<file path="config.mk">
export PLATFORM = sky130hd
export DESIGN_NAME = apb_cdc_arbiter
export DESIGN_NICKNAME = d
export VERILOG_FILES = /design/src/rtl/apb_cdc_arbiter_pkg.sv /design/src/rtl/apb_cdc_arbiter_rr.sv /design/src/rtl/apb_cdc_arbiter.sv
export SDC_FILE = /design/constraint.sdc
export NUM_CORES = 1
export LEC_CHECK = 0
export CAP_MARGIN = 20
export CORE_AREA = 2 2 159 161
export CTS_CLUSTER_DIAMETER = 80
export DETAILED_ROUTE_END_ITERATION = 8
export DIE_AREA = 0 0 161 163
export HOLD_SLACK_MARGIN = 0.1
export PLACE_DENSITY = 0.59
export SLEW_MARGIN = 10
export SYNTH_ARGS = -nofsm -noshare
export SYNTH_HDL_FRONTEND = slang
export SYNTH_SLANG_ARGS = --single-unit
</file>
<file path="constraint.sdc">
create_clock -name clk -period 3.7 [get_ports clk]
set_input_delay 1.11 -clock clk [delete_from_list [all_inputs] [get_ports clk]]
set_output_delay 1.11 -clock clk [all_outputs]
set_load 0.01 [all_outputs]
</file>
<file path="src/rtl/apb_cdc_arbiter_pkg.sv">
`default_nettype none
// +-----------------------------------------------------------------------+
// | apb_cdc_pkg                                                           |
// | Shared types, default widths and round-robin pick for the APB arbiter |
// | Revision: 1.0                                                         |
// +-----------------------------------------------------------------------+
package apb_cdc_pkg;

    localparam int c_MAX_REQ        = 16;
    localparam int c_PTR_W          = $clog2(c_MAX_REQ);
    localparam int c_DEF_ADDR_WIDTH = 32;
    localparam int c_DEF_DATA_WIDTH = 32;

    typedef enum logic [1:0] {
        IDLE   = 2'd0,
        SETUP  = 2'd1,
        ACCESS = 2'd2
    } apb_state_e;

    // First set bit at or above ptr, wrapping at num; one-hot result, zero if no request.
    function automatic logic [c_MAX_REQ-1:0] rr_pick(
        input logic [c_MAX_REQ-1:0] req,
        input logic [c_PTR_W-1:0]   ptr,
        input int                   num
    );
        logic [c_MAX_REQ-1:0] grant;
        logic                 found;
        int                   idx;
        grant = '0;
        found = 1'b0;
        idx   = 0;
        for (int k = 0; k < c_MAX_REQ; k++) begin
            if (k < num) begin
                idx = int'(ptr) + k;
                if (idx >= num) begin
                    idx = idx - num;
                end
                if (!found && req[idx[c_PTR_W-1:0]]) begin
                    grant[idx[c_PTR_W-1:0]] = 1'b1;
                    found                   = 1'b1;
                end
            end
        end
        return grant;
    endfunction

endpackage
`default_nettype wire

</file>
<file path="src/rtl/apb_cdc_arbiter_rr.sv">
`default_nettype none
// +-----------------------------------------------------------------------+
// | rr_arbiter                                                            |
// | Combinational round-robin pick with a registered rotation pointer.    |
// | Optional macro APB_CDC_ARB_PRIO0_EN: requester 0 always wins.         |
// | Revision: 1.0                                                         |
// +-----------------------------------------------------------------------+
module rr_arbiter
    import apb_cdc_pkg::*;
#(
    parameter int NUM_REQ = 4
) (
    input  logic                       clk,
    input  logic                       rst,
    input  logic [NUM_REQ-1:0]         req,
    input  logic                       advance,
    output logic [NUM_REQ-1:0]         grant_onehot,
    output logic [$clog2(NUM_REQ)-1:0] grant_idx
);

    localparam int c_IDX_W = $clog2(NUM_REQ);

    logic [c_IDX_W-1:0]   r_ptr;
    logic [c_MAX_REQ-1:0] w_req_ext;
    logic [c_MAX_REQ-1:0] w_pick;
    logic                 w_move_ptr;

    assign w_req_ext = c_MAX_REQ'(req);

`ifdef APB_CDC_ARB_PRIO0_EN
    assign w_pick     = req[0] ? c_MAX_REQ'(1) : rr_pick(w_req_ext, c_PTR_W'(r_ptr), NUM_REQ);
    // A priority win by requester 0 leaves the rotation where it was.
    assign w_move_ptr = advance && (|grant_onehot) && !grant_onehot[0];
`else
    assign w_pick     = rr_pick(w_req_ext, c_PTR_W'(r_ptr), NUM_REQ);
    assign w_move_ptr = advance && (|grant_onehot);
`endif

    assign grant_onehot = w_pick[NUM_REQ-1:0];

    always_comb begin
        grant_idx = '0;
        for (int i = 0; i < c_MAX_REQ; i++) begin
            if (w_pick[i]) begin
                grant_idx = c_IDX_W'(i);
            end
        end
    end

    always_ff @(posedge clk or posedge rst) begin
        if (rst) begin
            r_ptr <= '0;
        end else if (w_move_ptr) begin
            r_ptr <= (grant_idx == c_IDX_W'(NUM_REQ - 1)) ? '0 : grant_idx + 1'b1;
        end
    end

endmodule
`default_nettype wire

</file>
<file path="src/rtl/apb_cdc_arbiter.sv">
`default_nettype none
// +-----------------------------------------------------------------------+
// | apb_cdc_arbiter                                                       |
// | N-to-1 round-robin APB arbiter feeding the apb_cdc source port.       |
// | Optional macro APB_CDC_ARB_PRIO0_EN: requester 0 is high priority.    |
// | Revision: 1.0                                                         |
// +-----------------------------------------------------------------------+
module apb_cdc_arbiter
    import apb_cdc_pkg::*;
#(
    parameter int NUM_REQ        = 4,
    parameter int APB_ADDR_WIDTH = c_DEF_ADDR_WIDTH,
    parameter int APB_DATA_WIDTH = c_DEF_DATA_WIDTH
) (
    input  logic                              clk,
    input  logic                              rst,
    input  logic [NUM_REQ*APB_ADDR_WIDTH-1:0] req_PADDR_i,
    input  logic [NUM_REQ*APB_DATA_WIDTH-1:0] req_PWDATA_i,
    input  logic [NUM_REQ-1:0]                req_PWRITE_i,
    input  logic [NUM_REQ-1:0]                req_PSEL_i,
    input  logic [NUM_REQ-1:0]                req_PENABLE_i,
    output logic [APB_DATA_WIDTH-1:0]         req_PRDATA_o,
    output logic [NUM_REQ-1:0]                req_PREADY_o,
    output logic [NUM_REQ-1:0]                req_PSLVERR_o,
    output logic [APB_ADDR_WIDTH-1:0]         cdc_PADDR_o,
    output logic [APB_DATA_WIDTH-1:0]         cdc_PWDATA_o,
    output logic                              cdc_PWRITE_o,
    output logic                              cdc_PSEL_o,
    output logic                              cdc_PENABLE_o,
    input  logic [APB_DATA_WIDTH-1:0]         cdc_PRDATA_i,
    input  logic                              cdc_PREADY_i,
    input  logic                              cdc_PSLVERR_i,
    output logic [NUM_REQ-1:0]                grant_o
);

    localparam int c_IDX_W = $clog2(NUM_REQ);

    apb_state_e                r_state;
    logic [NUM_REQ-1:0]        r_grant;
    logic [APB_ADDR_WIDTH-1:0] r_paddr;
    logic [APB_DATA_WIDTH-1:0] r_pwdata;
    logic                      r_pwrite;
    logic                      r_psel;
    logic                      r_penable;

    logic [NUM_REQ-1:0]        w_pick;
    logic [c_IDX_W-1:0]        w_pick_idx;
    logic                      w_start;
    logic                      w_done;
    logic [NUM_REQ-1:0]        w_resp;
    logic [APB_ADDR_WIDTH-1:0] w_addr  [NUM_REQ];
    logic [APB_DATA_WIDTH-1:0] w_wdata [NUM_REQ];

    for (genvar g = 0; g < NUM_REQ; g++) begin : g_unpack
        assign w_addr[g]  = req_PADDR_i[g*APB_ADDR_WIDTH +: APB_ADDR_WIDTH];
        assign w_wdata[g] = req_PWDATA_i[g*APB_DATA_WIDTH +: APB_DATA_WIDTH];
    end

    assign w_start = (r_state == IDLE) && (|req_PSEL_i);
    assign w_done  = (r_state == ACCESS) && cdc_PREADY_i;

    // The pointer moves at capture; it is only consulted in IDLE, so this is
    // indistinguishable from moving it at completion.
    rr_arbiter #(
        .NUM_REQ      (NUM_REQ)
    ) u_rr_arbiter (
        .clk          (clk),
        .rst          (rst),
        .req          (req_PSEL_i),
        .advance      (w_start),
        .grant_onehot (w_pick),
        .grant_idx    (w_pick_idx)
    );

    always_ff @(posedge clk or posedge rst) begin
        if (rst) begin
            r_state   <= IDLE;
            r_grant   <= '0;
            r_paddr   <= '0;
            r_pwdata  <= '0;
            r_pwrite  <= 1'b0;
            r_psel    <= 1'b0;
            r_penable <= 1'b0;
        end else begin
            case (r_state)
                IDLE: begin
                    if (w_start) begin
                        r_state  <= SETUP;
                        r_grant  <= w_pick;
                        r_paddr  <= w_addr[w_pick_idx];
                        r_pwdata <= w_wdata[w_pick_idx];
                        r_pwrite <= req_PWRITE_i[w_pick_idx];
                        r_psel   <= 1'b1;
                    end
                end
                SETUP: begin
                    r_state   <= ACCESS;
                    r_penable <= 1'b1;
                end
                ACCESS: begin
                    if (cdc_PREADY_i) begin
                        r_state   <= IDLE;
                        r_grant   <= '0;
                        r_psel    <= 1'b0;
                        r_penable <= 1'b0;
                    end
                end
                default: begin
                    r_state   <= IDLE;
                    r_grant   <= '0;
                    r_psel    <= 1'b0;
                    r_penable <= 1'b0;
                end
            endcase
        end
    end

    // A winner that abandoned its transfer gets no response.
    assign w_resp        = r_grant & req_PSEL_i & req_PENABLE_i & {NUM_REQ{w_done}};
    assign req_PREADY_o  = w_resp;
    assign req_PSLVERR_o = w_resp & {NUM_REQ{cdc_PSLVERR_i}};
    assign req_PRDATA_o  = w_done ? cdc_PRDATA_i : '0;

    assign cdc_PADDR_o   = r_paddr;
    assign cdc_PWDATA_o  = r_pwdata;
    assign cdc_PWRITE_o  = r_pwrite;
    assign cdc_PSEL_o    = r_psel;
    assign cdc_PENABLE_o = r_penable;
    assign grant_o       = r_grant;

endmodule
`default_nettype wire

</file>
Word-level counts from Yosys, hierarchy flattened
Index checks and enable logic that the tools add are counted.
Widths: inputs -> output; s select.
Word-level totals
  bits in registers: 75
  latch bits: 0
  RAM bits: 0
  ROM bits: 0
  input port bits: 304
  output and inout port bits: 111
  logic and storage cells: 127
  memories: 0
Operators by class
  $add $sub $neg: 8
  $mul: 0
  div/mod/pow operators: 0
  $lt $le $gt $ge: 14
  equal/unequal tests: 5
  shift-type cells: 0
  mux-type cells: 62
  bitwise logic cells: 10
  reduce and logical (&&, ||, !) cells: 20
Operators by type and width (count)
  $mux 32: 5
  $bmux 32 s2: 2
  $ge 32x4->1 const B: 3
  $mux 16: 4
  $or 16x16->16: 3
  $mux 2: 17
  $mux 4: 6
  $lt 4x5->1 const B: 4
  $and 4x4->4: 4
  $bmux 1 s4: 4
  $demux 1 s4: 4
  $ge 4x1->1 const B: 4
  $mux 1: 15
  $pmux 4 s3: 1
  $sub 4x4->4 const B: 3
  $logic_and 1x1->1: 10
  $reduce_or 4->1: 2
  $add 2x2->3 const B: 2
  $pmux 1 s3: 2
  $pmux 2 s3: 1
  $reduce_and 2->1: 3
  $eq 2x2->1 const B: 2
  $sub 2x3->4 const B: 1
  $add 2x1->3 const B: 1
  other kinds (13): 16

Longest topological paths before layout
Gate-level depths: netlist of the first run.
  word-level depth: 33
  depth in mapped cells: 12
  mapped depth without buffers: 9

By module
Synthesis of the first run repeated with hierarchy kept, for this count alone.
Unflattened totals
  cells, all modules: 360
  area total of the unflattened synthesis: 5340.1 µm²
Modules (own cells, without submodules)
  apb_cdc_arbiter: instances 1, cells an instance 300, area each 4764.6 µm², seq. area each 1826.8 µm²
  rr_arbiter: instances 1, cells an instance 60, area each 575.6 µm², seq. area each 50.0 µm²

Least setup slack after synthesis of the first run
No wires, ideal clock.
  path kind: input port to flip-flop
  from: input req_PSEL_i[0]
  to: register r_paddr[10] (netlist: cdc_PADDR_o[10])
  library setup time: 0.132 ns
  data arrival time: 3.001 ns
  required time: 3.568 ns
  slack: 0.567 ns
  cell stages on the path: 9
  path buffers: 2
  path through: mux2_1 and3_1 or2_1 a22o_1 a21o_1 buf_2 clkbuf_1 a32oi_1 o211ai_2
On the way
  word-level cells in the longest chain between the ends: 31
  elaborated cells on any way between the ends: 46
  those cells by class: 33 x mux; 4 x bitwise; 9 x reduce/logical
RTL lines
  from (decl): line apb_cdc_arbiter.sv:20  | input logic [NUM_REQ-1:0] req_PSEL_i,
  $bmux 1 s4: line apb_cdc_arbiter_pkg.sv:38  | if (!found && req[idx[c_PTR_W-1:0]]) begin
  $mux 1 (implied by the code): line apb_cdc_arbiter_pkg.sv:38
  $mux 1: line apb_cdc_arbiter_pkg.sv:38
  $logic_not 1->1: line apb_cdc_arbiter_pkg.sv:38
  $logic_and 1x1->1: line apb_cdc_arbiter_pkg.sv:38
  $mux 1: line apb_cdc_arbiter_pkg.sv:38
  $logic_not 1->1: line apb_cdc_arbiter_pkg.sv:38
  $logic_and 1x1->1: line apb_cdc_arbiter_pkg.sv:38
  $mux 1: line apb_cdc_arbiter_pkg.sv:38
  $logic_not 1->1: line apb_cdc_arbiter_pkg.sv:38
  $logic_and 1x1->1: line apb_cdc_arbiter_pkg.sv:38
  $mux 16: line apb_cdc_arbiter_pkg.sv:38
  $mux 1: line apb_cdc_arbiter_rr.sv:44  | if (w_pick[i]) begin
  $mux 2 (14 in a row): line apb_cdc_arbiter_rr.sv:44
  $not 2->3 (implied by the code): line apb_cdc_arbiter.sv:90  | r_paddr <= w_addr[w_pick_idx];
  $bmux 32 s2: line apb_cdc_arbiter.sv:90
  $mux 32 (implied by the code) (2 in a row): line apb_cdc_arbiter.sv:90
  to (signal assigned): line apb_cdc_arbiter.sv:90
  to (decl): line apb_cdc_arbiter.sv:40  | logic [APB_ADDR_WIDTH-1:0] r_paddr;
Parallel ways exist; a longest one is shown, timed or not. The select of a mux whose other input is x is not followed.
A chain may end at the register's enable or synchronous reset.

Final worst setup path of the first run
  from: input cdc_PREADY_i
  to: output req_PSLVERR_o[0]
On the way
  word-level cells in the longest chain between the ends: 3
RTL lines
  from (decl): line apb_cdc_arbiter.sv:31  | input logic cdc_PREADY_i,
  $logic_and 1x1->1: line apb_cdc_arbiter.sv:60  | assign w_done = (r_state == ACCESS) && cdc_PREADY_i;
  $and 4x4->4: line apb_cdc_arbiter.sv:119  | assign w_resp = r_grant & req_PSEL_i & req_PENABLE_i & {NUM_REQ{w_done}};
  $and 4x4->4: line apb_cdc_arbiter.sv:121  | assign req_PSLVERR_o = w_resp & {NUM_REQ{cdc_PSLVERR_i}};
  to (decl): line apb_cdc_arbiter.sv:24  | output logic [NUM_REQ-1:0] req_PSLVERR_o,
Every way passes these cells.

==> impl_metrics.csv, run 1 <==
group,metric,value,unit
worst_setup_path,end_kind,"output pin",
cts,cts_max_level,3,
timing,setup-tns-final,0,ps
routing,firstDrtPassIters,5,
yosys,yosysUniqueCellTypes,48,
place,io_buffers,414,
pwr,ir_drop,0.546,mV
worst_setup_path,crit_buf_inv,3,
worst_setup_path,max_stage_delay,490,ps
timing,relSlewSlack,52.5,%
global_routing,grt_pass1_wl,36500,microns
global_routing,track_usage,18.0,%
worst_setup_path,start_kind,"input port",
routing,drt_wl_total,24800,microns
global_routing,grt_max_degree,39,
cts,cts_tree,"yes",
die,coreArea,24700,sq um
routing,wl_per_cell,19.3,microns
timing,setup_ws,94.8,ps
finish,num-nets-final,1263,
timing,worst_clock_skew,11.2,ps
yosys,synth_common_cells,"75 x dfrtp_1, 75 x nand2_1, 66 x a32oi_1, 65 x o22ai_1, 50 x o211ai_2",
die,fp.dieArea,26200,sq um
timing,max_freq,0.277,GHz
cts,postCtsHoldBufs,0,
die,start_util,20.8,%
routing,drt_iter0_markers,268,
timing,tightest_slew,705,ps
finish,antenna_cells,0,
cts,cts_sinks,75,
pwr,p_per_area,929,nW/um^2
yosys,yosysSeqAreaShare,36.6,%
routing,dr_total_vias,6206,
worst_setup_path,critPathSlowestCell,"clkdlybuf4s50_1",
hold_path,hold_path_class,"reg2reg",
finish,multiInputGateArea,2970,sq um
place,routabilityCongestion,0.855,
hold_path,hold_start,"cdc_PENABLE_o",
worst_setup_path,crit_family,"buffers and inverters",
worst_setup_path,crit_type,"in2out",
yosys,ys_warn_count,0,
cts,postCtsSetupRepairBufs,0,
yosys,yosysTopAreaCell,"dfrtp_1",
run,cap_violations,0,
timing,min_period,3610,ps
global_routing,overflow,0,
worst_setup_path,ff2ff_path_depth,13,
hold_path,hold_end,"cdc_PENABLE_o",
finish,fillCellCount,2460,
finish,drive_gt1_share,16.8,%
yosys,avgSynthCellArea,9.77,sq um
routing,final_antenna_net_count,0,
yosys,synth_area_leaders,"dfrtp_1 37%, o211ai_2 12%, a32oi_1 11%",
yosys,synth_top_area_share,36.6,%
outcome,outcome,"finished, final reports clean",
yosys,ys_async_sr_fraction,100,%
timing,fin_crit_sh,97.4,%
yosys,ys.flop_type,"dfrtp_1",
worst_setup_path,worstPathCellList,"clkdlybuf4s50_1 -> nand2_1 -> nor2_2 -> buf_6 -> and4_1 -> and2_1 -> dlygate4sd2_1",
die,die_w,161,microns
timing,rsz0062_at_grt,"true",
pwr,leakage,4.19,nW
place,hpwlAfterDp,18900,microns
worst_setup_path,worstReg2RegEnd,"cdc_PWDATA_o[21]",
yosys,syn_inst,524,
worst_setup_path,r2r-start,"u_rr_arbiter.r_ptr[1]",
die,die_y,163,microns
worst_setup_path,r2r_slack,640,ps
finish,area_growth,101,%
hold_path,whs_path_depth,1,
die,ioPinCount,415,
yosys,syn_area,5120,sq um
timing,setup-violations-final,0,
worst_setup_path,cp_max_fo,7,
cts,cts.clk_slew.worst_paths,50,ps
finish,seqCellArea,1880,sq um
cts,clock_latency,340,ps
worst_setup_path,cp.required,2590,ps
yosys,ys_ff_latch,75,
yosys,syn_nets,836,
cts,cts_buffers,9,
worst_setup_path,worstPathArrival,2500,ps
place,post-place-ws,-316,ps
cts,root_buffer,"clkbuf_16",
yosys,synth_edf_count,0,
routing,via_per_inst,4.83,
global_routing,grt_pass1_vias,6320,
routing,drc,0,
timing,drv_slew,0,
global_routing,grt_antenna_before_repair,0,
timing,hold_viol_final,0,
cts,clockBufferDepth,2,
die,num_rows,58,
-- report_power, final --
part	internal, mW	total [mW]	switching [mW]
Clock	0.714	1.07	0.352
Combinational	3.21	6.94	3.73
Sequential	1.28	1.55	0.264
-- worst max-delay path by stage --
stage | end | slack, ps | depth (start not counted) | startpoint
global placement | cdc_PWDATA_o[3] | -310 | 10 | req_PSEL_i[1]
finish | req_PSLVERR_o[0] | 90 | 7 | cdc_PREADY_i
CTS | req_PRDATA_o[13] | 9 | 7 | cdc_PREADY_i
global route | cdc_PADDR_o[6] | -20 | 9 | req_PSEL_i[3]
detailed placement | cdc_PWDATA_o[3] | -320 | 10 | req_PSEL_i[1]
floorplan | cdc_PADDR_o[10] | 570 | 9 | req_PSEL_i[0]
-- layout make-up --
| type | instances | area share, % |
|---|---|---|
| well taps | 330 | 4.01 |
| inverters | 8 | 0.316 |
| clock inverters | 4 | 0.925 |
| flip-flops and latches | 75 | 18.2 |
| multi-input cells | 385 | 28.8 |
| repair buffers | 472 | 45.1 |
| clock buffers | 12 | 2.59 |
-- cell usage in the layout (no fill, tap or decap), drive strengths merged, types with 3 or more instances in the layout --
cell	count
dlygate4sd2	23
a32oi	66
mux2i	6
buf	57
clkinv	3
clkbuf	27
clkdlybuf4s50	374
nor3	3
and4	4
o22ai	65
o211ai	65
nand2	75
o21ai	7
a21oi	3
and3	3
inv	6
bufinv	3
ha	8
nor2	3
dfrtp	75
nand3	6
and2	38
-- metrics by stage --
step	hold slack, ps	std cells	instance area, sq um	utilization, %	total power, mW
6_report	479	1286	10300	41.7	9.55
5_1_grt	502	1286	10300	41.7	10.2
4_1_cts	483	1286	10300	41.8	9.60
3_5_place_dp	469	1269	9980	40.4	8.50
3_3_place_gp	463	1269	9980	40.4	8.43
2_1_floorplan	481	524	5120	-	5.45
-- sequential cells by signal, indices dropped and copies added (netlist names) --
name / count
cdc_PADDR_o: 32
cdc_PENABLE_o: 1
cdc_PSEL_o: 1
cdc_PWDATA_o: 32
cdc_PWRITE_o: 1
grant_o: 4
r_state: 2
u_rr_arbiter.r_ptr: 2
-- routing by layer --
metal / wire length, microns / GRT usage, % / share of wire (%) / vias up
met5: 0 / 0 / 0 / -
met4: 545 / 5.15 / 2.2 / 0
met3: 1660 / 4.41 / 6.7 / 29
met2: 12500 / 31.6 / 50 / 278
met1: 10100 / 21.9 / 41 / 2961
li1: - / - / - / 2938
-- timing repair --
action	4_1_cts	5_1_grt
resized for setup	39	36
setup endpoints to repair	39	84
gates cloned	1	0
-- worst register-to-register path: stages (launching register included) --
cell	delay [ps]
dfrtp_1	340
inv_1	80
ha_1	400
mux2i_1	360
nor3_2	110
buf_4	160
nor4_2	410
a311oi_4	50
buf_4	190
a2111oi_4	300
buf_12	250
buf_4	160
a32oi_1	50
o211ai_1	110
-- cells by family (layout without fill, tap and decap cells) --
family,Yosys count,in the layout,share of synthesized area (%)
AOI/OAI and AO/OA,223,223,38.2
and+or+nand+nor,144,144,14.3
DFF,75,75,36.6
buffers and inverters,64,496,6.38
muxes,10,10,2.49
adders and majority gates,8,8,1.95
No activity file was read; power rests on OpenSTA's default activity.
==> inputs of run 2 (changes only) <==
--- a/config.mk
+++ b/config.mk
@@ -10,6 +10,7 @@
 export CTS_CLUSTER_DIAMETER = 80
 export DETAILED_ROUTE_END_ITERATION = 8
 export DIE_AREA = 0 0 161 163
+export GPL_TIMING_DRIVEN = 0
 export HOLD_SLACK_MARGIN = 0.1
 export PLACE_DENSITY = 0.59
 export SLEW_MARGIN = 10
==> impl_metrics.csv, run 2 (same netlist as run 1, synthesis figures left out) <==
group,metric,value,unit
pwr,pwr-share-seq,16.7,%
routing,drt_iter0_markers,247,
routing,drt_wl_total,26600,microns
timing,fin_crit_sh,94.9,%
worst_setup_path,crit_type,"reg2reg",
finish,drive_gt1_share,14.0,%
pwr,p_per_area,920,nW/um^2
timing,tightest_slew,816,ps
global_routing,use_met3,4.99,%
global_routing,met1_usage,23.6,%
worst_setup_path,end_kind,"flip-flop",
global_routing,grt_pass1_wl,38800,microns
place,io_buffers,414,
die,ioPinCount,415,
finish,fillCellCount,2473,
cts,cts_sinks,75,
worst_setup_path,worstPathCellList,"inv_2 -> ha_1 -> mux2_1 -> and3_1 -> or2_1 -> a22o_1 -> a21o_1 -> buf_4 -> clkbuf_4 -> a32oi_1 -> o211ai_2",
timing,drv_slew,0,
cts,clock_latency,340,ps
outcome,outcome,"finished, final reports clean",
worst_setup_path,cp.required,3910,ps
pwr,leakage,4.17,nW
die,num_rows,58,
pwr,sw_frac_of_total,47.8,%
die,start_util,20.8,%
hold_path,hold_path_class,"reg2reg",
die,fp.dieArea,26200,sq um
cts,clockBufferDepth,2,
global_routing,busiest_layer,"met2",
hold_path,hold_start,"cdc_PENABLE_o",
die,coreArea,24700,sq um
timing,setup_ws,187,ps
routing,drc,0,
die,die_w,161,microns
timing,hold_viol_final,0,
timing,rsz0062_at_grt,"false",
global_routing,met2_usage,33.8,%
finish,layout_commonest_cell,"clkdlybuf4s50_1",
cts,postCtsHoldBufs,0,
routing,dr_total_vias,6197,
finish,layout_common_cells,"370 x clkdlybuf4s50_1, 74 x nand2_1, 74 x dfrtp_1",
routing,wl_per_cell,20.6,microns
finish,final_core_util,41.5,%
cts,root_buffer,"clkbuf_16",
worst_setup_path,max_stage_delay,530,ps
timing,min_period,3510,ps
pwr,p_comb_share,72.2,%
finish,seqCellArea,1880,sq um
pwr,p_int,4.92,mW
run,cap_violations,0,
finish,multiInputGateArea,3030,sq um
timing,setup-tns-final,0,ps
timing,setup-violations-final,0,
timing,relSlewSlack,45.6,%
cts,cts_buffers,9,
finish,num-nets-final,1269,
global_routing,grt_pass1_vias,6457,
routing,firstDrtPassIters,4,
place,routabilityCongestion,0.861,
pwr,power,9.43,mW
place,post-place-ws,-681,ps
routing,final_antenna_net_count,0,
routing,via_per_inst,4.80,
pwr,p_sw,4.51,mW
worst_setup_path,critPathSlowestCell,"dfrtp_2",
place,hpwlAfterDp,20700,microns
global_routing,grt_max_degree,43,
global_routing,track_usage,19.5,%
timing,worst_clock_skew,8.95,ps
pwr,ir_drop,0.406,mV
worst_setup_path,cp_max_fo,11,
cts,cts_tree,"yes",
global_routing,grt_antenna_before_repair,2,
worst_setup_path,start_kind,"flip-flop",
timing,max_freq,0.285,GHz
finish,area_growth,100,%
worst_setup_path,worstPathArrival,3730,ps
worst_setup_path,startpoint,"u_rr_arbiter.r_ptr[0]",
cts,cts.clk_slew.worst_paths,60,ps
global_routing,overflow,0,
cts,cts_max_level,3,
worst_setup_path,r2r-start,"u_rr_arbiter.r_ptr[0]",
die,die_y,163,microns
pwr,clkPwrFrac,11.2,%
run 2: cell types whose count changed in the layout (fill, tap and decap cells not counted), sizes merged:
cell | previous run | this run
buf | 57 | 26
bufbuf | 1 | 0
clkbuf | 27 | 48
clkdlybuf4s50 | 374 | 370
clkinv | 3 | 1
clkinvlp | 0 | 1
diode | 0 | 1
dlygate4sd2 | 23 | 39
dlymetal6s2s | 1 | 4
inv | 6 | 7
nor2 | 3 | 4
run 2: worst paths after layout:
| path | endpoint | slack [ps] | depth (start not counted) |
|---|---|---|---|
| worst max-delay path | cdc_PADDR_o[14] | 190 | 11 |
| worst min-delay path | cdc_PENABLE_o | 480 | 1 |
| worst max register to register | cdc_PADDR_o[14] | 190 | 11 |
| worst min register to register | cdc_PENABLE_o | 480 | 1 |
| max in group asynchronous | u_rr_arbiter.r_ptr[0] | 1930 | 3 |
| min in group asynchronous | cdc_PADDR_o[29] | 1150 | 2 |
run 2: worst max-delay path, delay by kind of cell, from the launching register on:
kind / cells / cell delay, ps
adders and majority gates: 1 / 420
muxes: 1 / 360
and+or+nand+nor: 2 / 480
AOI/OAI and AO/OA: 4 / 970
DFF: 1 / 530
buffers and inverters: 3 / 640
run 2: what timing repair did:
action / 4_1_cts / 5_1_grt
pin swaps: 5 / 2
gates cloned: 1 / 1
gates resized for setup: 72 / 25
setup buffers: 2 / 3
endpoints found under the setup margin: 103 / 61
run 2: area by class of cell:
class | count | area share, %
flip-flops and latches | 75 | 18.3
well taps | 330 | 4.03
repair buffers | 421 | 40.7
diodes | 1 | 0.0244
plain buffers | 56 | 3.61
multi-input cells | 386 | 29.5
clock inverters | 4 | 0.952
clock buffers | 11 | 2.47
inverters | 8 | 0.330
run 2: per-layer routing:
metal	part of all wire, %	vias up
met5	0.049	-
met4	2.4	2
met3	6.7	32
met2	50	265
met1	41	2940
li1	-	2958
run 2: power groups by stage:
stage | combinational (mW) | sequential (mW) | clock [mW]
floorplan | 3.76 | 1.69 | 0
global placement | 6.58 | 1.55 | 0
detailed placement | 6.59 | 1.56 | 0
CTS | 6.73 | 1.57 | 1.09
global route | 7.38 | 1.63 | 1.12
finish | 6.80 | 1.57 | 1.05
run 2: through the flow:
stage,hold slack (ps),instance area (sq um),instances
6_report,476,10200,1292
5_1_grt,488,10200,1292
4_1_cts,483,10100,1287
3_5_place_dp,470,9710,1269
3_3_place_gp,464,9680,1268
2_1_floorplan,481,5120,524
